--- config.mk ---
export PLATFORM = sky130hd
export DESIGN_NAME = prioritized_stream_arbiter
export DESIGN_NICKNAME = d
export VERILOG_FILES = /design/src/rtl/prioritized_stream_arbiter.sv
export SDC_FILE = /design/constraint.sdc
export NUM_CORES = 1
export LEC_CHECK = 0
export ABC_CLOCK_PERIOD_IN_PS = 5850
export BUFFER_PORTS_ARGS = -buffer_cell sky130_fd_sc_hd__buf_2
export CELL_PAD_IN_SITES_DETAIL_PLACEMENT = 1
export CELL_PAD_IN_SITES_GLOBAL_PLACEMENT = 1
export CORE_UTILIZATION = 33
export CTS_BUF_LIST = sky130_fd_sc_hd__clkbuf_4 sky130_fd_sc_hd__clkbuf_8 sky130_fd_sc_hd__clkbuf_16
export DETAILED_ROUTE_END_ITERATION = 12
export HOLD_SLACK_MARGIN = 0.05
export PLACE_DENSITY_LB_ADDON = 0.1
export REMOVE_ABC_BUFFERS = 1
export SYNTH_ARGS = -nofsm -noshare
export SYNTH_HDL_FRONTEND = slang
export SYNTH_SLANG_ARGS = --single-unit
--- constraint.sdc ---
create_clock -name clock -period 5.85 [get_ports clock]
set_clock_uncertainty 0.2 [all_clocks]
set_input_delay 0.585 -clock clock [delete_from_list [all_inputs] [get_ports clock]]
set_output_delay 0.585 -clock clock [all_outputs]
set_load 0.05 [all_outputs]
--- src/rtl/prioritized_stream_arbiter.sv ---
// Fixed-priority valid/ready stream arbiter with packet lock and a registered single-entry output slot.
// Define STARVATION_GUARD_EN to add per-input wait counters that force a long-waiting input to win in IDLE.
module prioritized_stream_arbiter #(
    parameter int data_width       = 8,
    parameter int number_of_inputs = 4,
    parameter int priority_list [number_of_inputs-1:0] = '{3, 1, 2, 0},
    parameter int starvation_limit = 15
) (
    input  logic                                clock,
    input  logic                                reset,
    input  logic [data_width-1:0]               in_data  [number_of_inputs],
    input  logic                                in_last  [number_of_inputs],
    input  logic                                in_valid [number_of_inputs],
    output logic                                in_ready [number_of_inputs],
    output logic [data_width-1:0]               out_data,
    output logic                                out_last,
    output logic [$clog2(number_of_inputs)-1:0] out_source,
    output logic                                out_valid,
    input  logic                                out_ready
);
    localparam int SW = $clog2(number_of_inputs);

    generate
        if (number_of_inputs < 2 || starvation_limit < 1) begin : g_bad_params
            $error("prioritized_stream_arbiter: illegal parameters");
        end
    endgenerate

    typedef enum logic {IDLE, LOCKED} state_t;

    state_t                      state;
    logic [SW-1:0]               lock_idx;
    logic [SW-1:0]               arb_idx;
    logic [SW-1:0]               grant;
    logic [number_of_inputs-1:0] vld;
    logic [number_of_inputs-1:0] rdy;
    logic [number_of_inputs-1:0] starved;
    logic                        slot_free;
    logic                        accept;

`ifdef STARVATION_GUARD_EN
    localparam int CW = $clog2(starvation_limit + 1);
    logic [CW-1:0] wait_cnt [number_of_inputs];

    always_ff @(posedge clock) begin
        for (int i = 0; i < number_of_inputs; i++) begin
            if (reset || !in_valid[i] || (accept && grant == SW'(i)))
                wait_cnt[i] <= '0;
            else if (wait_cnt[i] != CW'(starvation_limit))
                wait_cnt[i] <= wait_cnt[i] + 1'b1;
        end
    end

    always_comb begin
        starved = '0;
        for (int i = 0; i < number_of_inputs; i++)
            starved[i] = (wait_cnt[i] == CW'(starvation_limit));
    end
`else
    assign starved = '0;
`endif

    // Sort key: starved inputs occupy ranks below every non-starved one.
    always_comb begin
        int best;
        int key;
        arb_idx = '0;
        best    = 2 * number_of_inputs;
        key     = 0;
        for (int i = 0; i < number_of_inputs; i++) begin
            vld[i] = in_valid[i];
            key    = priority_list[i] + (starved[i] ? 0 : number_of_inputs);
            if (in_valid[i] && key < best) begin
                best    = key;
                arb_idx = SW'(i);
            end
        end
    end

    assign slot_free = !out_valid || out_ready;
    assign grant     = (state == LOCKED) ? lock_idx : arb_idx;

    always_comb begin
        rdy = '0;
        for (int i = 0; i < number_of_inputs; i++) begin
            rdy[i]      = !reset && slot_free && (grant == SW'(i)) && (state == LOCKED || |vld);
            in_ready[i] = rdy[i];
        end
    end

    assign accept = |(rdy & vld);

    always_ff @(posedge clock) begin
        if (reset) begin
            state      <= IDLE;
            lock_idx   <= '0;
            out_valid  <= 1'b0;
            out_data   <= '0;
            out_last   <= 1'b0;
            out_source <= '0;
        end else if (accept) begin
            out_valid  <= 1'b1;
            out_data   <= in_data[grant];
            out_last   <= in_last[grant];
            out_source <= grant;
            if (state == IDLE && !in_last[grant]) begin
                state    <= LOCKED;
                lock_idx <= grant;
            end else if (state == LOCKED && in_last[grant]) begin
                state <= IDLE;
            end
        end else if (out_ready) begin
            out_valid <= 1'b0;
        end
    end
endmodule
==> results.yml, run 1 <==
drt:
  vias_per_cell: 5.39
  drc_errors: 0
  total_routed_length_mm: 3.55
  detail_route.iter0.violations: 23
  ant_nets: 0
  drtPass1Iterations: 4
  via_count: 1300
  drt-wirelength-per-cell_um: 14.7
worst_hold_path:
  hold_class: "reg2reg"
  hold_path_startpoint: "out_source[0]$_SDFFE_PP0P_"
  holdPathStages: 1
  hold_end: "out_source[0]$_SDFFE_PP0P_"
power:
  power.total_uw: 538
  clockPowerShare_pct: 12.1
  share_of_total_power_in_sequential_cells_pct: 28.1
  internal-power_uw: 268
  powerDensity_nw_per_um2: 365
  power_switching_share_pct: 50.2
  total_switching_power_uw: 270
  comb_power_share_pct: 59.8
  ir_drop_v: 0.000128
  static-leakage-power_nw: 0.724
clocking:
  clock-root-buffer: "clkbuf_4"
  clk_latency_ns: 0.27
  numCtsBuffers: 3
  cts_max_path_buffers: 2
  cts_setup_buffers: 0
  cts.sinks: 15
  cts_resized: 0
  cts_tree: "yes"
  path_clk_slew_ns: 0.10
  cts-htree-levels: 1
  cts-hold-fix-buffers: 0
finish:
  final_layout_size_suffix_gt1_share_pct: 35.0
  instances_no_fill: 241
  nets: 242
  commonest_non_fill_non_tap_cells_in_the_layout: "buf_2, a21oi_1, dfxtp_1, nor2b_1, nand2_1"
  area_growth_pct: 31.9
  diodes: 0
  utilization_of_the_core_after_routing_pct: 47.1
  mostFrequentLayoutCell: "buf_2"
critical_path:
  worst_path_cell_trace: "nor2_1, a221oi_4, nand2_1, nor2_1, buf_2"
  critical_path.reg2reg.endpoint: "state$_SDFFE_PP0P_"
  cp-end-kind: "output port"
  cpPeakStageDelay_ns: 0.87
  worstSetupStartpointType: "flop"
  cp_num_buf_inv: 1
  slowest_stage: "a221oi_4"
  timing_worst_setup_path_type: "reg2out"
  worst-r2r-cell-count: 7
  critical_path.top_delay_family: "compound AO/OA/AOI/OAI gates"
  critical_path.max_fanout: 26
  slack_of_the_worst_reg_to_reg_path_ns: 2.65
  worst_path_most_repeated_cell: "nor2_1"
  worstReg2RegStart: "state$_SDFFE_PP0P_"
  worst-endpoint-required_ns: 5.07
  critPathArrivalTime_ns: 2.47
grt:
  grt_pass1_wl_mm: 5.79
  grtUsageTotal_pct: 21.0
  grt_max_degree: 27
  met3_usage_pct: 3.46
  globalRoute.busiestLayer: "met2"
  grtUsageMet2_pct: 39.9
  grt_pass1_vias: 1303
  globalRoute.totalOverflow: 0
  number_of_antenna_violations_at_the_first_check_in_global_routing: 0
  grt.met1_usage_pct: 23.6
floorplanning:
  core_region_area_um2: 3130
  die-height_um: 60.2
  initial_standard_cell_utilization_of_the_core_pct: 35.7
  dieWidth_um: 60.2
  placementRows: 20
  design.die.area_um2: 3620
  ioPinCount: 59
timing:
  timing.final.hold_violations: 0
  post-route-period-util_pct: 55.7
  setup-tns-final_ns: 0
  postLayoutSetupSlackWorst_ns: 2.59
  rsz0062_at_grt: "false"
  timing.final.setup_violations: 0
  max-slew-margin-rel_pct: 29.9
  achievable-frequency_ghz: 0.307
  timing.final.max_slew_violations: 0
  final.min_clock_period_ns: 3.26
  worstMarginPinSlew_ns: 1.05
place:
  numPlacedInstances: 237
  portBuffers: 58
  gp_weighted_congestion: 0.773
  dp_worst_setup_slack_ns: 2.44
  place_hpwl_mm: 2.70
job:
  drv.max_cap_violation_count: 0
synth:
  yosysTopAreaCellShare_pct: 26.9
  share_of_synthesized_area_occupied_by_flip_flops_and_latches_pct: 26.9
  synth.lib_cells_used.distinct: 32
  synth_warnings: 0
  ys_ff_latch: 15
  synth_top_area_cell: "dfxtp_1"
  synthesis.area_um2: 1120
  avgSynthCellArea_um2: 7.81
  syn-instance-count: 143
  post_synth_main_area_contributors: "dfxtp_1, mux2i_1, nor2b_1"
outcome:
  run_status: "finished clean"
==> power by group through the flow <==
stage / Clock [mW] / Sequential (mW) / Combinational (mW)
after floorplan: 0 / 0.231 / 0.156
after global placement: 0 / 0.151 / 0.313
after detailed placement: 0 / 0.153 / 0.325
after CTS: 0.0669 / 0.151 / 0.325
after global routing: 0.0697 / 0.155 / 0.348
final: 0.0652 / 0.151 / 0.322
==> metal layers <==
metal	routed length, um	share of wire, %
met2	1910	54
met4	29	0.82
met5	0	0
met1	1480	42
met3	121	3.4
==> cell type report <==
type | count | area, um^2
tap | 44 | 55.1
sequential | 15 | 300
inverter | 5 | 18.8
timing repair buffer | 61 | 313
multi-input combinational | 112 | 757
fill | 420 | 1650
clock buffer | 4 | 30.0
==> worst max-delay path by stage <==
| stage | to | startpoint | depth (start not counted) |
|---|---|---|---|
| 2_1_floorplan | in_ready[2] | in_valid[3] | 2 |
| 3_3_place_gp | state$_SDFFE_PP0P_ | in_valid[2] | 8 |
| 3_5_place_dp | state$_SDFFE_PP0P_ | in_valid[2] | 8 |
| 4_1_cts | in_ready[0] | state$_SDFFE_PP0P_ | 5 |
| 5_1_grt | in_ready[1] | state$_SDFFE_PP0P_ | 5 |
| 6_report | in_ready[0] | state$_SDFFE_PP0P_ | 5 |
==> registers in the layout, indices dropped and copies added (netlist names) <==
name	cells
out_last	1
lock_idx	2
out_data	8
out_valid	1
out_source	2
state	1
==> through the flow <==
| step | hold WS, ns | cell area (um^2) |
|---|---|---|
| after floorplan | 0.269 | 1070 |
| after global placement | 0.256 | 1440 |
| after detailed placement | 0.268 | 1440 |
| after CTS | 0.292 | 1470 |
| after global routing | 0.307 | 1470 |
| final | 0.288 | 1470 |
==> synth_stat cells (all sizes together) <==
| library cell | instances |
|---|---|
| and3 | 1 |
| nand2b | 2 |
| ha | 1 |
| a21oi | 15 |
| a2111oi | 1 |
| nor3 | 2 |
| and2 | 2 |
| nor2 | 7 |
| a221oi | 1 |
| a31o | 1 |
| o31ai | 9 |
| buf | 4 |
| o21ai | 11 |
| dfxtp | 15 |
| inv | 5 |
| or4 | 1 |
| clkbuf | 7 |
| or3 | 1 |
| a211o | 2 |
| a21bo | 1 |
| a311oi | 1 |
| nor2b | 13 |
| a31oi | 1 |
| o41a | 1 |
| mux2i | 11 |
| nand2 | 13 |
| o21a | 1 |
| nor4 | 3 |
| o41ai | 1 |
| a22o | 9 |
==> kinds of logic after synthesis <==
group                    after synthesis  share of synthesized area [%]
adder cells (fa/ha/maj)                1                           1.12
multiplexers                          11                           9.85
AND/OR/NAND/NOR                       45                           20.6
buffers and inverters                 16                           6.05
flip-flops                            15                           26.9
AO/OA/AOI/OAI                         55                           35.5
Note: power is estimated with default switching activity, not from simulation.
==> inputs of run 2 (changes only) <==
ABC_AREA = 1   (was unset)
ABC_CLOCK_PERIOD_IN_PS = 3150   (was 5850)
CORE_UTILIZATION = 28   (was 33)
clock period = 3.15 ns   (was 5.85 ns; I/O delays follow)
==> run 2 against run 1 <==
  * Routed wire length decreased by 11%
  * Count of clock-buffer cells in the layout fell by 1
  * Critical endpoint is now state$_SDFFE_PP0P_
  * Highest routed layer unchanged
  * Via count shrank 7.5%
  * Die area rose by 6.7%
==> results.yml, run 2 <==
place:
  portBuffers: 58
  gp_weighted_congestion: 0.728
  place_hpwl_mm: 2.65
timing:
  max-slew-margin-rel_pct: 70.1
  achievable-frequency_ghz: 0.435
  timing.final.setup_violations: 0
  timing.final.hold_violations: 0
  final.min_clock_period_ns: 2.30
  worstMarginPinSlew_ns: 0.448
  post-route-period-util_pct: 72.9
  rsz0062_at_grt: "false"
  timing.final.max_slew_violations: 0
  setup-tns-final_ns: 0
finish:
  diodes: 0
  final_layout_size_suffix_gt1_share_pct: 39.0
  largestRegisters: "out_data (8), lock_idx (2), out_source (2)"
  area_growth_pct: 35.2
  mostFrequentLayoutCell: "buf_2"
  regMostFlops: "out_data"
  nets: 255
  utilization_of_the_core_after_routing_pct: 40.4
  largest_register_ffs: 8
  commonest_non_fill_non_tap_cells_in_the_layout: "buf_2, nand2_1, nor2_1, dfxtp_1, inv_1"
critical_path:
  slack_of_the_worst_reg_to_reg_path_ns: 0.85
  worst-r2r-cell-count: 15
  worst-endpoint-required_ns: 3.19
  critical_path.reg2reg.endpoint: "state$_SDFFE_PP0P_"
  cpPeakStageDelay_ns: 0.34
  worst_path_cell_trace: "inv_2, nor2_4, inv_1, nand2_4, nand2_1, clkinv_1, a22oi_1, nand2_1, inv_1, ha_1, inv_1, o21ai_0, nand2_1, nand2_1, nor2_1"
  cp-end-kind: "flop"
  timing_worst_setup_path_type: "reg2reg"
  worstReg2RegStart: "state$_SDFFE_PP0P_"
  slowest_stage: "dfxtp_1"
  timing.critical_path.from: "state$_SDFFE_PP0P_"
  critical_path.max_fanout: 9
  worstSetupStartpointType: "flop"
  critPathArrivalTime_ns: 2.33
  worst_path_most_repeated_cell: "nand2_1"
drt:
  detail_route.iter0.violations: 45
  drtPass1Iterations: 3
  vias_per_cell: 4.70
  drt-wirelength-per-cell_um: 12.3
  total_routed_length_mm: 3.15
  ant_nets: 0
  drc_errors: 0
  via_count: 1202
clocking:
  clock-root-buffer: "clkbuf_4"
  cts-hold-fix-buffers: 0
  path_clk_slew_ns: 0.09
  cts_tree: "yes"
  cts_max_path_buffers: 2
  cts-htree-levels: 1
  clk_latency_ns: 0.29
  cts_setup_buffers: 0
  numCtsBuffers: 3
  cts_resized: 0
  cts.sinks: 15
synth:
  synth_warnings: 0
  synth_mux_area_share_pct: 0
  post_synth_main_area_contributors: "dfxtp_1, nand2_1, nor2_1"
  yosys.area_share.simple_pct: 44.1
  yosysTopAreaCellShare_pct: 29.6
  synth_fa_ha_area_share_pct: 1.23
  synth_most_common_cell: "nand2_1"
  synth_top_cells_by_count: "nand2_1, nor2_1, dfxtp_1"
  synth_top_family_by_area: "simple AND/OR/NAND/NOR gates"
  dominant_register_cell_in_the_synthesized_netlist: "dfxtp_1"
  syn-instance-count: 150
  yosys.area_share.xor_xnor_pct: 0
  synth_top_area_cell: "dfxtp_1"
  ys_async_rst_share_pct: 0
  synth.lib_cells_used.distinct: 25
  synthesis.area_um2: 1010
  share_of_the_synthesized_area_in_compound_gates_ao_oa_aoi_oai_pct: 17.3
  share_of_synthesized_area_occupied_by_flip_flops_and_latches_pct: 29.6
  avgSynthCellArea_um2: 6.76
  number_of_synthesized_flops_with_an_enable_pin: 0
  ys_ff_latch: 15
worst_hold_path:
  hold_path_startpoint: "reset"
  hold_end: "out_data[7]$_SDFFE_PP0P_"
  holdPathStages: 2
  hold_class: "in2reg"
power:
  static-leakage-power_nw: 0.738
  power.total_mw: 1.26
  ir_drop_v: 0.000381
  powerDensity_nw_per_um2: 919
grt:
  grtUsageTotal_pct: 17.8
  grt_pass1_wl_mm: 5.49
  number_of_antenna_violations_at_the_first_check_in_global_routing: 0
  grt_pass1_vias: 1280
  grt_max_degree: 12
  globalRoute.totalOverflow: 0
floorplanning:
  core_region_area_um2: 3390
  placementRows: 21
  design.die.area_um2: 3860
  die-height_um: 62.2
  ioPinCount: 59
  initial_standard_cell_utilization_of_the_core_pct: 29.9
  dieWidth_um: 62.2
job:
  drv.max_cap_violation_count: 0
outcome:
  run_status: "finished clean"
[run 2: cell types whose count changed after synthesis, moves of 11 or more]
cell / change
nand2_1: +21
nor2_1: +19
a21oi_1: -13
nor2b_1: -13
mux2i_1: -11
nand3_1: +11
[run 2: how the worst max path moves through the flow]
stage	to	slack, ns	cells after the start
2_1_floorplan	in_ready[0]	0.66	3
6_report	state$_SDFFE_PP0P_	0.85	15
5_1_grt	state$_SDFFE_PP0P_	0.62	15
3_3_place_gp	state$_SDFFE_PP0P_	0.80	16
4_1_cts	state$_SDFFE_PP0P_	0.84	15
3_5_place_dp	state$_SDFFE_PP0P_	0.74	16
[run 2: final cells by class]
cell class                 instances  area (um^2)
timing repair buffer              58          290
inverter                          16         60.1
tap                               46         57.6
multi-input combinational        117          634
clock inverter                     1         5.00
sequential                        15          300
clock buffer                       3         22.5
fill                             465         2020
[run 2: metrics by stage]
stage	hold WS [ns]	instance area [um^2]	cells	setup slack, ns
floorplan	0.177	995	148	0.661
global placement	0.265	1340	252	0.798
detailed placement	0.277	1340	252	0.744
CTS	0.0681	1370	256	0.838
global route	0.0666	1370	256	0.616
finish	0.0742	1370	256	0.852
[run 2: routing by layer]
| layer | vias up | routed length, um | track usage (%) | part of all wire [%] |
|---|---|---|---|---|
| li1 | 614 | - | - | - |
| met1 | 553 | 1210 | 19.2 | 39 |
| met2 | 28 | 1760 | 33.9 | 56 |
| met3 | 7 | 130 | 4.23 | 4.1 |
| met4 | 0 | 51 | 5.23 | 1.6 |
| met5 | - | 0 | 0 | 0 |
[run 2: kinds of logic after synthesis]
family | Yosys count
compound gates | 26
fa+ha+maj | 1
buf+inv | 18
flops | 15
simple gates | 90
[run 2: power breakdown]
group | switching (mW) | internal, mW
registers | 0.0349 | 0.255
clock network | 0.0624 | 0.0472
logic | 0.623 | 0.237
total | 0.720 | 0.539
[run 2: critical path, delay by kind of cell (launching register included)]
| family | cells | cell delay [ns] |
|---|---|---|
| adders and majority gates | 1 | 0.21 |
| and+or+nand+nor | 7 | 0.54 |
| AOI/OAI and AO/OA | 2 | 0.31 |
| buffers and inverters | 5 | 0.63 |
| DFF | 1 | 0.34 |
==> inputs of run 3 (changes only) <==
ABC_CLOCK_PERIOD_IN_PS = 2400   (was 3150)
clock period = 2.4 ns   (was 3.15 ns; I/O delays follow)
==> run 3 against run 2 <==
  * Critical path depth is 9 lower
  * Total power is 35% higher
  * Register-to-register slack worse by 0.53 ns
  * Utilization is 1.4 points higher
  * Sequential share of layout area is 0.74 points lower
  * Highest routed layer unchanged
  * Cell area is 3.5% higher
  * Setup slack worse by 0.73 ns
  * Combinational power is 36% higher
  * Non-clock buffer count is 4 higher
==> results.yml, run 3 (synthesized netlist as in run 2, its figures left out) <==
finish:
  final_layout_size_suffix_gt1_share_pct: 39.7
  largestRegisters: "out_data (8), lock_idx (2), out_source (2)"
  multi_input_comb_area_um2: 642
  ff_latch_area_um2: 300
  utilization_of_the_core_after_routing_pct: 41.8
  largest_register_ffs: 8
  cell_area_after_layout_um2: 1420
  nets: 259
  commonest_non_fill_non_tap_cells_in_the_layout: "buf_2, nand2_1, nor2_1, dfxtp_1, inv_1"
  area_growth_pct: 39.9
  fillcell_total: 472
  mostFrequentLayoutCell: "buf_2"
  diodes: 0
  regMostFlops: "out_data"
drt:
  via_count: 1223
  routed-wl-met2_mm: 1.85
  wirelength_met1_mm: 1.30
  met3RoutedLength_um: 122
  total_routed_length_mm: 3.29
  drc_errors: 0
  highest-signal-layer: "met4"
  detail_route.iter0.violations: 75
  ant_nets: 0
  drtPass1Iterations: 2
  vias_per_cell: 4.70
  drt-wirelength-per-cell_um: 12.7
timing:
  achievable-frequency_ghz: 0.439
  rsz0062_at_grt: "false"
  timing.final.hold_violations: 0
  worstMarginPinSlew_ns: 0.295
  setup-tns-final_ns: 0
  final.min_clock_period_ns: 2.28
  timing.final.max_slew_violations: 0
  final.hold.worst_slack_ns: 0.114
  timing.final.setup_violations: 0
  max-slew-margin-rel_pct: 80.3
  post-route-period-util_pct: 95.0
power:
  powerDensity_nw_per_um2: 1200
  power.total_mw: 1.70
  static-leakage-power_nw: 0.758
  ir_drop_v: 0.000521
critical_path:
  worstSetupStartpointType: "primary input"
  critical_path.max_fanout: 7
  worst-r2r-cell-count: 15
  critPathArrivalTime_ns: 1.84
  slack_of_the_worst_reg_to_reg_path_ns: 0.32
  worstReg2RegStart: "state$_SDFFE_PP0P_"
  critical_path.reg2reg.endpoint: "state$_SDFFE_PP0P_"
  worst-endpoint-required_ns: 1.96
  timing_worst_setup_path_type: "in2out"
  cp-end-kind: "output port"
clocking:
  cts_tree: "yes"
  clock-root-buffer: "clkbuf_4"
  cts_max_path_buffers: 2
  numCtsBuffers: 3
  cts.sinks: 15
  cts-htree-levels: 1
  path_clk_slew_ns: 0.08
  clk_latency_ns: 0.28
grt:
  grt_pass1_vias: 1261
  grt_pass1_wl_mm: 5.44
  grtUsageTotal_pct: 17.5
  number_of_antenna_violations_at_the_first_check_in_global_routing: 0
  grt_max_degree: 12
  globalRoute.totalOverflow: 0
place:
  portBuffers: 58
  place_hpwl_mm: 2.77
  gp_weighted_congestion: 0.770
  detailed_place.area_um2: 1360
floorplanning:
  dieWidth_um: 62.2
  core_region_area_um2: 3390
  design.die.area_um2: 3860
  placementRows: 21
  die-height_um: 62.2
  initial_standard_cell_utilization_of_the_core_pct: 29.9
  ioPinCount: 59
worst_hold_path:
  hold_end: "out_data[5]$_SDFFE_PP0P_"
  holdPathStages: 5
  hold_path_startpoint: "in_data[29]"
  hold_class: "in2reg"
job:
  drv.max_cap_violation_count: 0
outcome:
  run_status: "finished clean"
-- run 3: report_power, final --
group	leakage [nW]	total, mW	switching [mW]	internal (mW)
clock network	0.0184	0.151	0.0754	0.0758
registers	0.123	0.381	0.0462	0.335
logic	0.617	1.17	0.828	0.342
-- run 3: critical path, cell delays in order --
cell and delay (ns):
dlygate4sd3_1 0.53, buf_2 0.17, a21oi_2 0.22, nand2_1 0.17, nor3_1 0.26, buf_4 0.24
-- run 3: through the flow --
| step | setup WS [ns] | instances |
|---|---|---|
| 4_1_cts | 0.0457 | 260 |
| 2_1_floorplan | -0.0141 | 148 |
| 5_1_grt | 0.0169 | 260 |
| 6_report | 0.120 | 260 |
| 3_3_place_gp | 0.305 | 254 |
| 3_5_place_dp | 0.239 | 254 |
-- run 3: area by class of cell --
| cell class | count | share of cell area [%] |
|---|---|---|
| Multi-Input combinational cell | 117 | 45.3 |
| Inverter | 16 | 4.24 |
| Timing Repair Buffer | 62 | 23.1 |
| Clock buffer | 4 | 2.12 |
| Sequential cell | 15 | 21.2 |
| Tap cell | 46 | 4.06 |
-- run 3: repair_timing --
item | 4_1_cts | 5_1_grt
setup buffers | 0 | 0
setup endpoints to repair | 0 | 3
hold buffers | 2 | 0
resized for setup | 0 | 4
hold endpoints to repair | 5 | 0
-- run 3: worst max-delay path by stage --
stage	startpoint	to	slack, ns	cells after the start
after global placement	in_valid[3]	lock_idx[0]$_SDFFE_PP0P_	0.30	14
after detailed placement	in_valid[0]	state$_SDFFE_PP0P_	0.24	16
after CTS	reset	in_ready[1]	0.05	6
after global routing	out_ready	in_ready[1]	0.02	7
final	reset	in_ready[1]	0.12	6
after floorplan	out_valid$_SDFFE_PP0P_	in_ready[0]	-0.01	3
-- run 3: routing by layer --
layer	vias to the layer above	global-route usage (%)
met5	-	0
met4	0	2.91
met3	5	4.23
met2	28	34.9
met1	568	18.5
li1	622	-
